### src/rtl/event_filter_if.sv
// AXI4-Lite register port used by event_filter; m = bus master, s = register slave.
interface axi4_lite_if;
    logic [31:0] awaddr;
    logic        awvalid;
    logic        awready;
    logic [31:0] wdata;
    logic [3:0]  wstrb;
    logic        wvalid;
    logic        wready;
    logic [1:0]  bresp;
    logic        bvalid;
    logic        bready;
    logic [31:0] araddr;
    logic        arvalid;
    logic        arready;
    logic [31:0] rdata;
    logic [1:0]  rresp;
    logic        rvalid;
    logic        rready;

    modport m (
        output awaddr, awvalid, wdata, wstrb, wvalid, bready, araddr, arvalid, rready,
        input  awready, wready, bresp, bvalid, arready, rdata, rresp, rvalid
    );

    modport s (
        input  awaddr, awvalid, wdata, wstrb, wvalid, bready, araddr, arvalid, rready,
        output awready, wready, bresp, bvalid, arready, rdata, rresp, rvalid
    );
endinterface

### src/rtl/event_filter.sv
// Receive-side event qualifier: drops K/null/unmasked symbols, writes qualified
// events into event_fifo with a lost flag, and exposes mask/counters over AXI4-Lite.
module event_filter #(
    parameter int unsigned CNT_W = 16
) (
    input  logic       aclk,
    input  logic       reset,
    input  logic       rx_valid,
    input  logic [7:0] rx_data,
    input  logic       rx_k,
    input  logic       fifo_full,
    output logic       ev_valid,
    output logic [8:0] ev_data,
    axi4_lite_if.s     axi
);
    localparam logic [31:0] A_CTRL   = 32'h00;
    localparam logic [31:0] A_MASK   = 32'h04;
    localparam logic [31:0] A_DROP   = 32'h08;
    localparam logic [31:0] A_RXCNT  = 32'h0C;
    localparam logic [31:0] A_STATUS = 32'h10;

    logic             s1_vld_q, s1_vld_d;
    logic [7:0]       s1_code_q;
    logic             s2_vld_q;
    logic [7:0]       s2_code_q;
    logic             ev_vld_q, ev_vld_d;
    logic [8:0]       ev_data_q, ev_data_d;
    logic             enable_q, enable_d;
    logic [255:0]     mask_q, mask_d;
    logic [CNT_W-1:0] drop_q, drop_d;
    logic [CNT_W-1:0] rxc_q, rxc_d;
    logic             lost_q, lost_d;
    logic             arready_q, arready_d;
    logic             rvalid_q, rvalid_d;
    logic [31:0]      rdata_q, rdata_d;
    logic             awready_q, awready_d;
    logic             bvalid_q, bvalid_d;

    logic accept, drop_ev, write_ev, wr_fire, rd_fire;
    logic unused_wr;

    // Clear wins over saturation but still counts a coinciding increment.
    function automatic logic [CNT_W-1:0] cnt_next(logic [CNT_W-1:0] c, logic inc, logic clr);
        if (clr) return CNT_W'(inc);
        if (inc && (c != '1)) return c + CNT_W'(1);
        return c;
    endfunction

    always_comb begin
        accept   = s2_vld_q & mask_q[s2_code_q];
        drop_ev  = accept & fifo_full;
        write_ev = accept & ~fifo_full;
        wr_fire  = awready_q & axi.awvalid & axi.wvalid;
        rd_fire  = arready_q & axi.arvalid;

        s1_vld_d  = rx_valid & ~rx_k & (rx_data != 8'h00) & enable_q;
        ev_vld_d  = write_ev;
        ev_data_d = write_ev ? {lost_q, s2_code_q} : ev_data_q;
        lost_d    = drop_ev ? 1'b1 : (write_ev ? 1'b0 : lost_q);

        enable_d = enable_q;
        mask_d   = mask_q;
        if (wr_fire) begin
            case (axi.awaddr)
                A_CTRL:  enable_d = axi.wdata[0];
                A_MASK:  mask_d[axi.wdata[7:0]] = axi.wdata[8];
                default: ;
            endcase
        end
        drop_d = cnt_next(drop_q, drop_ev, wr_fire && (axi.awaddr == A_DROP));
        rxc_d  = cnt_next(rxc_q, accept, wr_fire && (axi.awaddr == A_RXCNT));

        awready_d = axi.awvalid & axi.wvalid & ~awready_q & ~bvalid_q;
        bvalid_d  = wr_fire | (bvalid_q & ~axi.bready);
        rvalid_d  = rd_fire | (rvalid_q & ~axi.rready);
        arready_d = ~rvalid_d;

        rdata_d = rdata_q;
        if (rd_fire) begin
            case (axi.araddr)
                A_CTRL:   rdata_d = {31'b0, enable_q};
                A_DROP:   rdata_d = 32'(drop_q);
                A_RXCNT:  rdata_d = 32'(rxc_q);
                A_STATUS: rdata_d = {31'b0, lost_q};
                default:  rdata_d = '0;
            endcase
        end
    end

    always_ff @(posedge aclk) begin
        if (reset) begin
            s1_vld_q  <= 1'b0;
            s1_code_q <= '0;
            s2_vld_q  <= 1'b0;
            s2_code_q <= '0;
            ev_vld_q  <= 1'b0;
            ev_data_q <= '0;
            enable_q  <= 1'b0;
            mask_q    <= '0;
            drop_q    <= '0;
            rxc_q     <= '0;
            lost_q    <= 1'b0;
            arready_q <= 1'b0;
            rvalid_q  <= 1'b0;
            rdata_q   <= '0;
            awready_q <= 1'b0;
            bvalid_q  <= 1'b0;
        end else begin
            s1_vld_q  <= s1_vld_d;
            s1_code_q <= rx_data;
            s2_vld_q  <= s1_vld_q;
            s2_code_q <= s1_code_q;
            ev_vld_q  <= ev_vld_d;
            ev_data_q <= ev_data_d;
            enable_q  <= enable_d;
            mask_q    <= mask_d;
            drop_q    <= drop_d;
            rxc_q     <= rxc_d;
            lost_q    <= lost_d;
            arready_q <= arready_d;
            rvalid_q  <= rvalid_d;
            rdata_q   <= rdata_d;
            awready_q <= awready_d;
            bvalid_q  <= bvalid_d;
        end
    end

    assign ev_valid    = ev_vld_q;
    assign ev_data     = ev_data_q;
    assign axi.arready = arready_q;
    assign axi.rvalid  = rvalid_q;
    assign axi.rdata   = rdata_q;
    assign axi.rresp   = 2'b00;
    assign axi.awready = awready_q;
    assign axi.wready  = awready_q;
    assign axi.bvalid  = bvalid_q;
    assign axi.bresp   = 2'b00;

    // Byte strobes and upper write data carry no register state.
    assign unused_wr = ^{axi.wstrb, axi.wdata[31:9]};
endmodule

### src/flat_wrapper.sv
// flat-port wrapper written by rule: the top's interface ports become plain ports
module event_filter_flat 
#(
    parameter int unsigned CNT_W = 16
)
  (aclk, reset, rx_valid, rx_data, rx_k, fifo_full, ev_valid, ev_data, axi_awaddr, axi_awvalid, axi_wdata, axi_wstrb, axi_wvalid, axi_bready, axi_araddr, axi_arvalid, axi_rready, axi_awready, axi_wready, axi_bresp, axi_bvalid, axi_arready, axi_rdata, axi_rresp, axi_rvalid);
  axi4_lite_if axi_i ();
  input  logic aclk;
  input  logic reset;
  input  logic rx_valid;
  input  logic [7:0] rx_data;
  input  logic rx_k;
  input  logic fifo_full;
  output logic ev_valid;
  output logic [8:0] ev_data;
  input wire logic [$bits(axi_i.awaddr)-1:0] axi_awaddr;
  input wire logic [$bits(axi_i.awvalid)-1:0] axi_awvalid;
  input wire logic [$bits(axi_i.wdata)-1:0] axi_wdata;
  input wire logic [$bits(axi_i.wstrb)-1:0] axi_wstrb;
  input wire logic [$bits(axi_i.wvalid)-1:0] axi_wvalid;
  input wire logic [$bits(axi_i.bready)-1:0] axi_bready;
  input wire logic [$bits(axi_i.araddr)-1:0] axi_araddr;
  input wire logic [$bits(axi_i.arvalid)-1:0] axi_arvalid;
  input wire logic [$bits(axi_i.rready)-1:0] axi_rready;
  output wire logic [$bits(axi_i.awready)-1:0] axi_awready;
  output wire logic [$bits(axi_i.wready)-1:0] axi_wready;
  output wire logic [$bits(axi_i.bresp)-1:0] axi_bresp;
  output wire logic [$bits(axi_i.bvalid)-1:0] axi_bvalid;
  output wire logic [$bits(axi_i.arready)-1:0] axi_arready;
  output wire logic [$bits(axi_i.rdata)-1:0] axi_rdata;
  output wire logic [$bits(axi_i.rresp)-1:0] axi_rresp;
  output wire logic [$bits(axi_i.rvalid)-1:0] axi_rvalid;
  assign axi_i.awaddr = axi_awaddr;
  assign axi_i.awvalid = axi_awvalid;
  assign axi_i.wdata = axi_wdata;
  assign axi_i.wstrb = axi_wstrb;
  assign axi_i.wvalid = axi_wvalid;
  assign axi_i.bready = axi_bready;
  assign axi_i.araddr = axi_araddr;
  assign axi_i.arvalid = axi_arvalid;
  assign axi_i.rready = axi_rready;
  assign axi_awready = axi_i.awready;
  assign axi_wready = axi_i.wready;
  assign axi_bresp = axi_i.bresp;
  assign axi_bvalid = axi_i.bvalid;
  assign axi_arready = axi_i.arready;
  assign axi_rdata = axi_i.rdata;
  assign axi_rresp = axi_i.rresp;
  assign axi_rvalid = axi_i.rvalid;
  event_filter #(.CNT_W(CNT_W)) u_core (.aclk(aclk), .reset(reset), .rx_valid(rx_valid), .rx_data(rx_data), .rx_k(rx_k), .fifo_full(fifo_full), .ev_valid(ev_valid), .ev_data(ev_data), .axi(axi_i));
endmodule
### config.mk
export PLATFORM = sky130hd
export DESIGN_NAME = event_filter_flat
export DESIGN_NICKNAME = d
export VERILOG_FILES = /design/src/rtl/event_filter_if.sv /design/src/rtl/event_filter.sv /design/src/flat_wrapper.sv
export SDC_FILE = /design/constraint.sdc
export NUM_CORES = 1
export LEC_CHECK = 0
export ABC_AREA = 1
export ABC_CLOCK_PERIOD_IN_PS = 2900
export BUFFER_PORTS_ARGS = -buffer_cell sky130_fd_sc_hd__clkbuf_2
export CORE_ASPECT_RATIO = 1.5
export CORE_MARGIN = 2
export CORE_UTILIZATION = 54
export DETAILED_ROUTE_END_ITERATION = 6
export PLACE_DENSITY_LB_ADDON = 0.15
export SLEW_MARGIN = 20
export SYNTH_ARGS = -nofsm -noshare
export SYNTH_HDL_FRONTEND = slang
export SYNTH_SLANG_ARGS = --single-unit
### constraint.sdc
create_clock -name aclk -period 2.9 [get_ports aclk]
set_input_delay 0.29 -clock aclk [delete_from_list [all_inputs] [get_ports aclk]]
set_output_delay 0.29 -clock aclk [all_outputs]
set_load 0.02 [all_outputs]
==> results of run 1 <==
-- registers in the layout, indices dropped and copies added (netlist names), 8 cells and up --
name,cells
u_core.drop_q,16
u_core.ev_data,9
u_core.mask_q,256
u_core.s2_code_q,8
u_core.rxc_q,16
u_core.s1_code_q,8
u_core.axi.rdata,16
-- what timing repair did --
action                     4_1_cts  5_1_grt
setup endpoints to repair        0       28
setup buffers                    0        2
hold buffers                    13        0
hold endpoints to repair        11        0
resized for setup                0       11
-- power groups by stage --
stage                     Sequential, mW  Combinational, mW  Clock [mW]
after floorplan                     4.77              0.496           0
after global placement              4.77              0.711           0
after detailed placement            4.77              0.721           0
after CTS                           4.66              0.737        4.92
after global routing                4.66              0.825        5.08
final                               4.66              0.758        4.85
-- logic make-up (layout without fill, tap and decap cells) --
kind of cell	after synthesis	after routing	synth area share
buf+inv	292	359	0.0826
fa+ha+maj	2	2	0.00143
flops	338	338	0.386
simple gates	1140	1141	0.316
xor+xnor	13	13	0.00649
compound gates	592	592	0.207
other cells	1	20	0.000214
-- worst paths after layout --
path	startpoint	to	cells after the start
min	axi_wdata[0]	u_core.enable_q	3
max reg2reg	u_core.s2_code_q[0]	u_core.drop_q[5]	16
max	u_core.s2_code_q[0]	u_core.drop_q[5]	16
min reg2reg	u_core.s1_code_q[3]	u_core.s2_code_q[3]	2
-- stage by stage --
step           worst slack [ps]   util
2_1_floorplan               737      -
3_3_place_gp                158  0.573
3_5_place_dp                162  0.573
4_1_cts                     144  0.615
5_1_grt                   -9.92  0.618
6_report                    141  0.618
-- cells in the mapped netlist, drive strengths merged --
library cell  instances
a2111oi               1
a211oi                2
a21oi               296
buf                 130
clkbuf               49
clkinv                2
conb                  1
dfxtp               338
ha                    2
inv                 111
nand2               430
nand3               293
nand3b                2
nand4                10
nor2                367
nor3                 18
nor4                 16
o21a                256
o21ai                21
o22ai                16
or2                   3
or4                   1
xnor2                 1
xor2                 12
-- cell type report --
type | instances | area, sq um | share of cell area
multi-input cells | 1768 | 9410 | 0.477
flip-flops and latches | 338 | 6770 | 0.343
repair buffers | 185 | 1390 | 0.0704
clock buffers | 48 | 1030 | 0.0520
well taps | 410 | 513 | 0.0260
inverters | 113 | 437 | 0.0221
clock inverters | 13 | 196 | 0.00995
-- worst register-to-register path: stages (launching register included) --
cell and delay, ps:
dfxtp_4 480, buf_12 160, clkbuf_16 210, nand2_1 70
nand3_1 80, nand3_1 80, nand3_1 140, nand3_1 200
nand2_1 110, nand2_1 50, nand3_1 70, nand3_1 70
nand2_1 180, nand3_2 220, nor2_2 310, nand3_1 120
a21oi_1 140
-- per-layer routing --
layer  track usage  vias to the layer above
li1              -                     8061
met5             0                        -
met4         0.168                        0
met2         0.541                      633
met1         0.342                     7893
met3        0.0462                      189
==> parameters.txt, run 1 <==
Parameter                              Value

Status
  Status    finished clean

STA
  Setup Total Neg Slack    0 ps
  Max Clk Rate    around 0.36 GHz
  Final-report hold violation count    0
  Count of final max-slew check failures    0
  Final Critical Period    between 2000 and 3000 ps
  Pin slew with the least headroom to its limit    a little under 800 ps
  Final cycle utilization of the critical path    0.951
  Worst hold margin    58.4 ps
  Worst-case headroom to the max-slew limit    0.478
  Final-report setup violation count    0
  Maximum clock skew at final layout    ~15 ps

Setup path
  CP most frequent cell    nand3_1
  Reg2Reg Setup Slack    about 140 ps
  Slowest cell on the critical path    dfxtp_4
  Worst path max stage delay    480 ps
  Critical path cell sequence    buf_12 > clkbuf_16 > nand2_1 > nand3_1 > nand3_1 > nand3_1 > nand3_1 > nand2_1 > nand2_1 > nand3_1 > nand3_1 > nand2_1 > nand3_2 > nor2_2 > nand3_1 > a21oi_1
  Required time at the worst-slack endpoint    ~3400 ps
  Critical path start-end classification    register to register
  Startpoint kind of the worst setup timing path    register
  Maximum fanout along the worst path    28
  Critical path endpoint category    register
  Count of buffering cells on the critical path with inverters included    2
  Delay-heaviest family, CP    simple AND/OR/NAND/NOR gates
  Critical path data arrival time    around 3200 ps

Power and ir drop
  Logic gate share of total power    0.074
  Leakage power    between 7 and 8 nW
  Switching Share    0.239
  Part of the total power dissipated in sequential elements    0.454
  Switching power    between 2 and 2.5 mW
  Overall Power    slightly above 10 mW
  Worst-case vdd ir drop    about 0.67 mV
  Total internal power    between 7 and 8 mW
  Share of total power in the clock network    0.472
  Ratio of total power to cell area    approximately 520 nW/um^2

Layout
  Commonest cells after routing, fill and taps aside    nand2_1 (418), dfxtp_1 (336), a21oi_1 (296), nand3_1 (291), nor2_1 (266)
  Number of nets in the layout    between 2,000 and 3,000
  Share of post-route cells with drive strength above 1    0.144
  Most frequent standard cell in the layout excluding fill and tap cells    nand2_1
  Growth of design area from synthesis to finish    12.6%
  Diode count    0
  Count of placed standard cells in the final layout, fillers left out    ~2,900
  Layout Cell Area excl Fill    19,700 sq um
  Number of inserted filler cells in the final layout    around 3,000

Global route
  Wire length of the first global-routing pass    just over 80,000 um
  Antenna violations before repair    0
  Vias in the first global route    15,855
  Pin count of the biggest net entering global routing    approximately 130
  GRT Residual Overflow    0
  Total track usage    0.304

Clocking
  Clk root buf    clkbuf_16
  Clock sinks    338
  CTS tree    done
  H-tree levels    2
  Number of CTS-inserted buffers    35
  Register clock-pin slew on the reported worst setup and hold paths    about 60 ps
  Number of buffers on the longest clock path    3
  Clock latency at the later pin of the worst-skew pair    approximately 530 ps

Placed design
  Total cell area at the placement stage    roughly 18,000 sq um
  Post-detail-place hpwl    about 32,000 um
  Placer congestion estimate    around 0.9
  Count of input and output buffers    roughly 120
  Post-placement cell count    ~2,800

Floorplan
  I/O pins    roughly 170
  Core Box Area    about 32,000 sq um
  Effective utilization at floorplan    0.549
  Total Die Area    between 30,000 and 40,000 sq um
  Horizontal extent of the die    around 150 um
  Die H    225 um
  Std-Cell Rows    80

Synthesis
  Post-Synthesis Cells    around 2,400
  Area contributors post-synth    dfxtp_1 (39%), o21a_1 (11%), nand2_1 (9.0%), a21oi_1 (8.4%), nand3_1 (8.3%)
  Portion of synthesized cell area occupied by the leading cell type    0.386
  Synth Register Bits    around 340
  Post-synthesis sequential area ratio    0.386
  Cell type with the largest total area after synthesis    dfxtp_1
  Count of yosys warnings during synthesis    0
  Synthesized area per cell    about 7.4 sq um
  Number of unique standard cell types used by synthesis    38
  Cell area after synthesis    about 18,000 sq um

Job
  Max cap viols    0

Detailed routing
  Via count    approximately 17,000
  DRC violations left    0
  Highest metal layer with signal wires    met4
  Number of detailed-route iterations in the first pass    5
  Wire length per cell after detailed routing    18.1 um
  DRT antenna net count    0
  Detailed router's first-iteration violation count    between 1,000 and 1,500
  Met2 wire length    ~26,000 um
  Metal1 wirelength    approximately 19,000 um
  Via count normalized by instance count    just under 6
  Detailed route wirelength on metal3    3410 um
  Total wire length    a little over 50,000 um

Min path
  Worst min path class    primary input to register
(Power assumes the default switching activity.)
==> run 2: changes to the inputs <==
--- a/config.mk
+++ b/config.mk
@@ -6,7 +6,7 @@
 export NUM_CORES = 1
 export LEC_CHECK = 0
 export ABC_AREA = 1
-export ABC_CLOCK_PERIOD_IN_PS = 2900
+export ABC_CLOCK_PERIOD_IN_PS = 3200
 export BUFFER_PORTS_ARGS = -buffer_cell sky130_fd_sc_hd__clkbuf_2
 export CORE_ASPECT_RATIO = 1.5
 export CORE_MARGIN = 2
==> constraint.sdc (replaced) <==
create_clock -name aclk -period 3.2 [get_ports aclk]
set_input_delay 0.32 -clock aclk [delete_from_list [all_inputs] [get_ports aclk]]
set_output_delay 0.32 -clock aclk [all_outputs]
set_load 0.02 [all_outputs]
==> run 2 against run 1 <==
The run now ends with DRC left. Clock power is 11% lower. Flip-flop and latch count stayed put. Final area decreased by 1.2%. First-iteration DRC count up 4.7%. Die area is the same. Combinational power is 13% lower. Critical path depth fell by 1. Via count fell by 0.35%. Power fell by 10%. Register-to-register slack improved by 220 ps. Core utilization decreased by 0.76 points. Worst hold slack got worse by 45 ps.
==> parameters.txt, run 2 (synthesized netlist as in run 1, its figures left out) <==
Parameter                              Value

Status
  Status    complete, but fails checks
  Failing checks    DRC

Setup path
  Launch point of the critical path    u_core.s2_code_q[0]
  Startpoint of the worst register-to-register path    u_core.s2_code_q[0]
  Startpoint kind of the worst setup timing path    register
  Critical path endpoint category    register
  Critical path cell sequence    buf_4 > nand2_1 > nand3_1 > nand3_1 > nand3_1 > nand2_1 > o21ai_1 > nand2_1 > nand3_1 > nand3_1 > nand2_1 > nand4_2 > buf_4 > nand3_1 > a21oi_1
  Maximum fanout along the worst path    27
  Critical path data arrival time    3230 ps
  Critical path start-end classification    register to register
  CP most frequent cell    nand3_1
  Slowest cell on the critical path    dfxtp_4
  Worst path max stage delay    approximately 420 ps
  Required time at the worst-slack endpoint    3590 ps
  Reg2Reg Setup Slack    roughly 360 ps

Clocking
  Number of buffers on the longest clock path    3
  Register clock-pin slew on the reported worst setup and hold paths    about 60 ps
  Clock latency at the later pin of the worst-skew pair    around 540 ps
  Resized cells post-CTS    0
  Clk root buf    clkbuf_16
  CTS tree    done
  Number of CTS-inserted buffers    35
  Buffers inserted during post-CTS setup optimization    0
  H-tree levels    2
  Clock sinks    ~340
  Number of buffers inserted by hold repair at cts    11

STA
  Worst-case headroom to the max-slew limit    0.300
  Final Critical Period    between 2000 and 3000 ps
  Final-report setup violation count    0
  Final-report hold violation count    0
  Final cycle utilization of the critical path    0.888
  Pin slew with the least headroom to its limit    about 1000 ps
  Maximum clock skew at final layout    around 14 ps
  RSZ-0062 raised after global routing    false
  Count of final max-slew check failures    0
  Setup Total Neg Slack    0 ps
  Max Clk Rate    roughly 0.35 GHz

Detailed routing
  DRC violations left    4
  Via count normalized by instance count    5.83
  Number of detailed-route iterations in the first pass    7
  Detailed router's first-iteration violation count    1,388
  DRT antenna net count    0
  Via count    roughly 17,000
  Total wire length    between 50,000 and 60,000 um
  Wire length per cell after detailed routing    17.8 um

Placed design
  Post-placement cell count    between 2,000 and 3,000
  Post-detail-place hpwl    around 32,000 um
  Count of input and output buffers    around 120
  Placer congestion estimate    ~0.89

Layout
  Most frequent standard cell in the layout excluding fill and tap cells    nand2_1
  Number of nets in the layout    approximately 2,600
  Count of placed standard cells in the final layout, fillers left out    2,867
  Flip-flop and latch area    6770 sq um
  Multi-input gate area    approximately 9400 sq um
  Number of inserted filler cells in the final layout    between 2,000 and 3,000
  Diode count    0
  Max reg flops    roughly 260
  Commonest cells after routing, fill and taps aside    nand2_1 (419), dfxtp_1 (336), a21oi_1 (296), nand3_1 (292), nor2_1 (266)
  Growth of design area from synthesis to finish    11.2%
  Share of post-route cells with drive strength above 1    0.139
  Reg with most FFs    u_core.mask_q

Global route
  Total track usage    0.299
  Antenna violations before repair    0
  Pin count of the biggest net entering global routing    ~140
  Vias in the first global route    approximately 16,000
  GR Util met1    0.340
  GRT Residual Overflow    0
  GR Util met2    0.526
  Most heavily used metal layer in global routing    met2
  Wire length of the first global-routing pass    about 80,000 um
  Global-route track usage on met3    0.0367

Power and ir drop
  Switching Share    0.237
  Total internal power    around 7 mW
  Part of the total power dissipated in sequential elements    0.459
  Share of total power in the clock network    0.469
  Switching power    about 2.2 mW
  Logic gate share of total power    0.072
  Worst-case vdd ir drop    0.353 mV
  Ratio of total power to cell area    between 400 and 500 nW/um^2
  Leakage power    7.07 nW

Min path
  Min-delay src    rx_valid
  Worst min path class    primary input to register

Floorplan
  Core Box Area    about 32,000 sq um
  Total Die Area    around 34,000 sq um
  I/O pins    approximately 170
  Die H    between 200 and 250 um
  Std-Cell Rows    80
  Effective utilization at floorplan    0.549
  Horizontal extent of the die    151 um

Job
  Max cap viols    0
==> run 2: stage by stage <==
step | total power, mW | setup WS [ps] | instance area, sq um | hold WS [ps] | util
6_report | 9.21 | 360 | 19500 | 13.8 | 0.611
5_1_grt | 9.47 | 155 | 19500 | 17.7 | 0.611
4_1_cts | 9.26 | 384 | 19500 | 1.11 | 0.611
3_5_place_dp | 4.96 | 406 | 18200 | 390 | 0.569
3_3_place_gp | 4.95 | 440 | 18200 | 388 | 0.569
2_1_floorplan | 4.77 | 1010 | 17600 | 388 | -
==> run 2: worst paths after layout <==
kind	endpoint	depth (start not counted)
worst max-delay path	u_core.drop_q[9]	15
worst min-delay path	u_core.s1_vld_q	3
worst max register to register	u_core.drop_q[9]	15
worst min register to register	u_core.s2_code_q[1]	2
==> run 2: metal layers <==
| metal | vias to the layer above | wire [um] |
|---|---|---|
| met4 | 0 | 3380 |
| met1 | 7877 | 19200 |
| met5 | - | 0 |
| met2 | 625 | 25500 |
| met3 | 179 | 2920 |
| li1 | 8037 | - |
==> run 2: cell type report <==
class                   count  share of cell area
multi-input cells        1767               0.481
flip-flops and latches    338               0.347
repair buffers            176              0.0606
clock buffers              57              0.0570
well taps                 410              0.0263
inverters                 113              0.0221
clock inverters             6             0.00539
==> run 2: power groups by stage <==
| stage | Combinational (mW) | Sequential (mW) | Clock (mW) |
|---|---|---|---|
| 4_1_cts | 0.655 | 4.23 | 4.38 |
| 2_1_floorplan | 0.450 | 4.32 | 0 |
| 3_5_place_dp | 0.643 | 4.32 | 0 |
| 6_report | 0.661 | 4.23 | 4.32 |
| 3_3_place_gp | 0.631 | 4.32 | 0 |
| 5_1_grt | 0.722 | 4.22 | 4.52 |
==> run 2: worst max-delay path, delay by kind of cell (launching register included) <==
kind | cells | cell delay (ps)
simple gates | 11 | 1340
buf+inv | 2 | 640
flops | 1 | 420
compound gates | 2 | 290
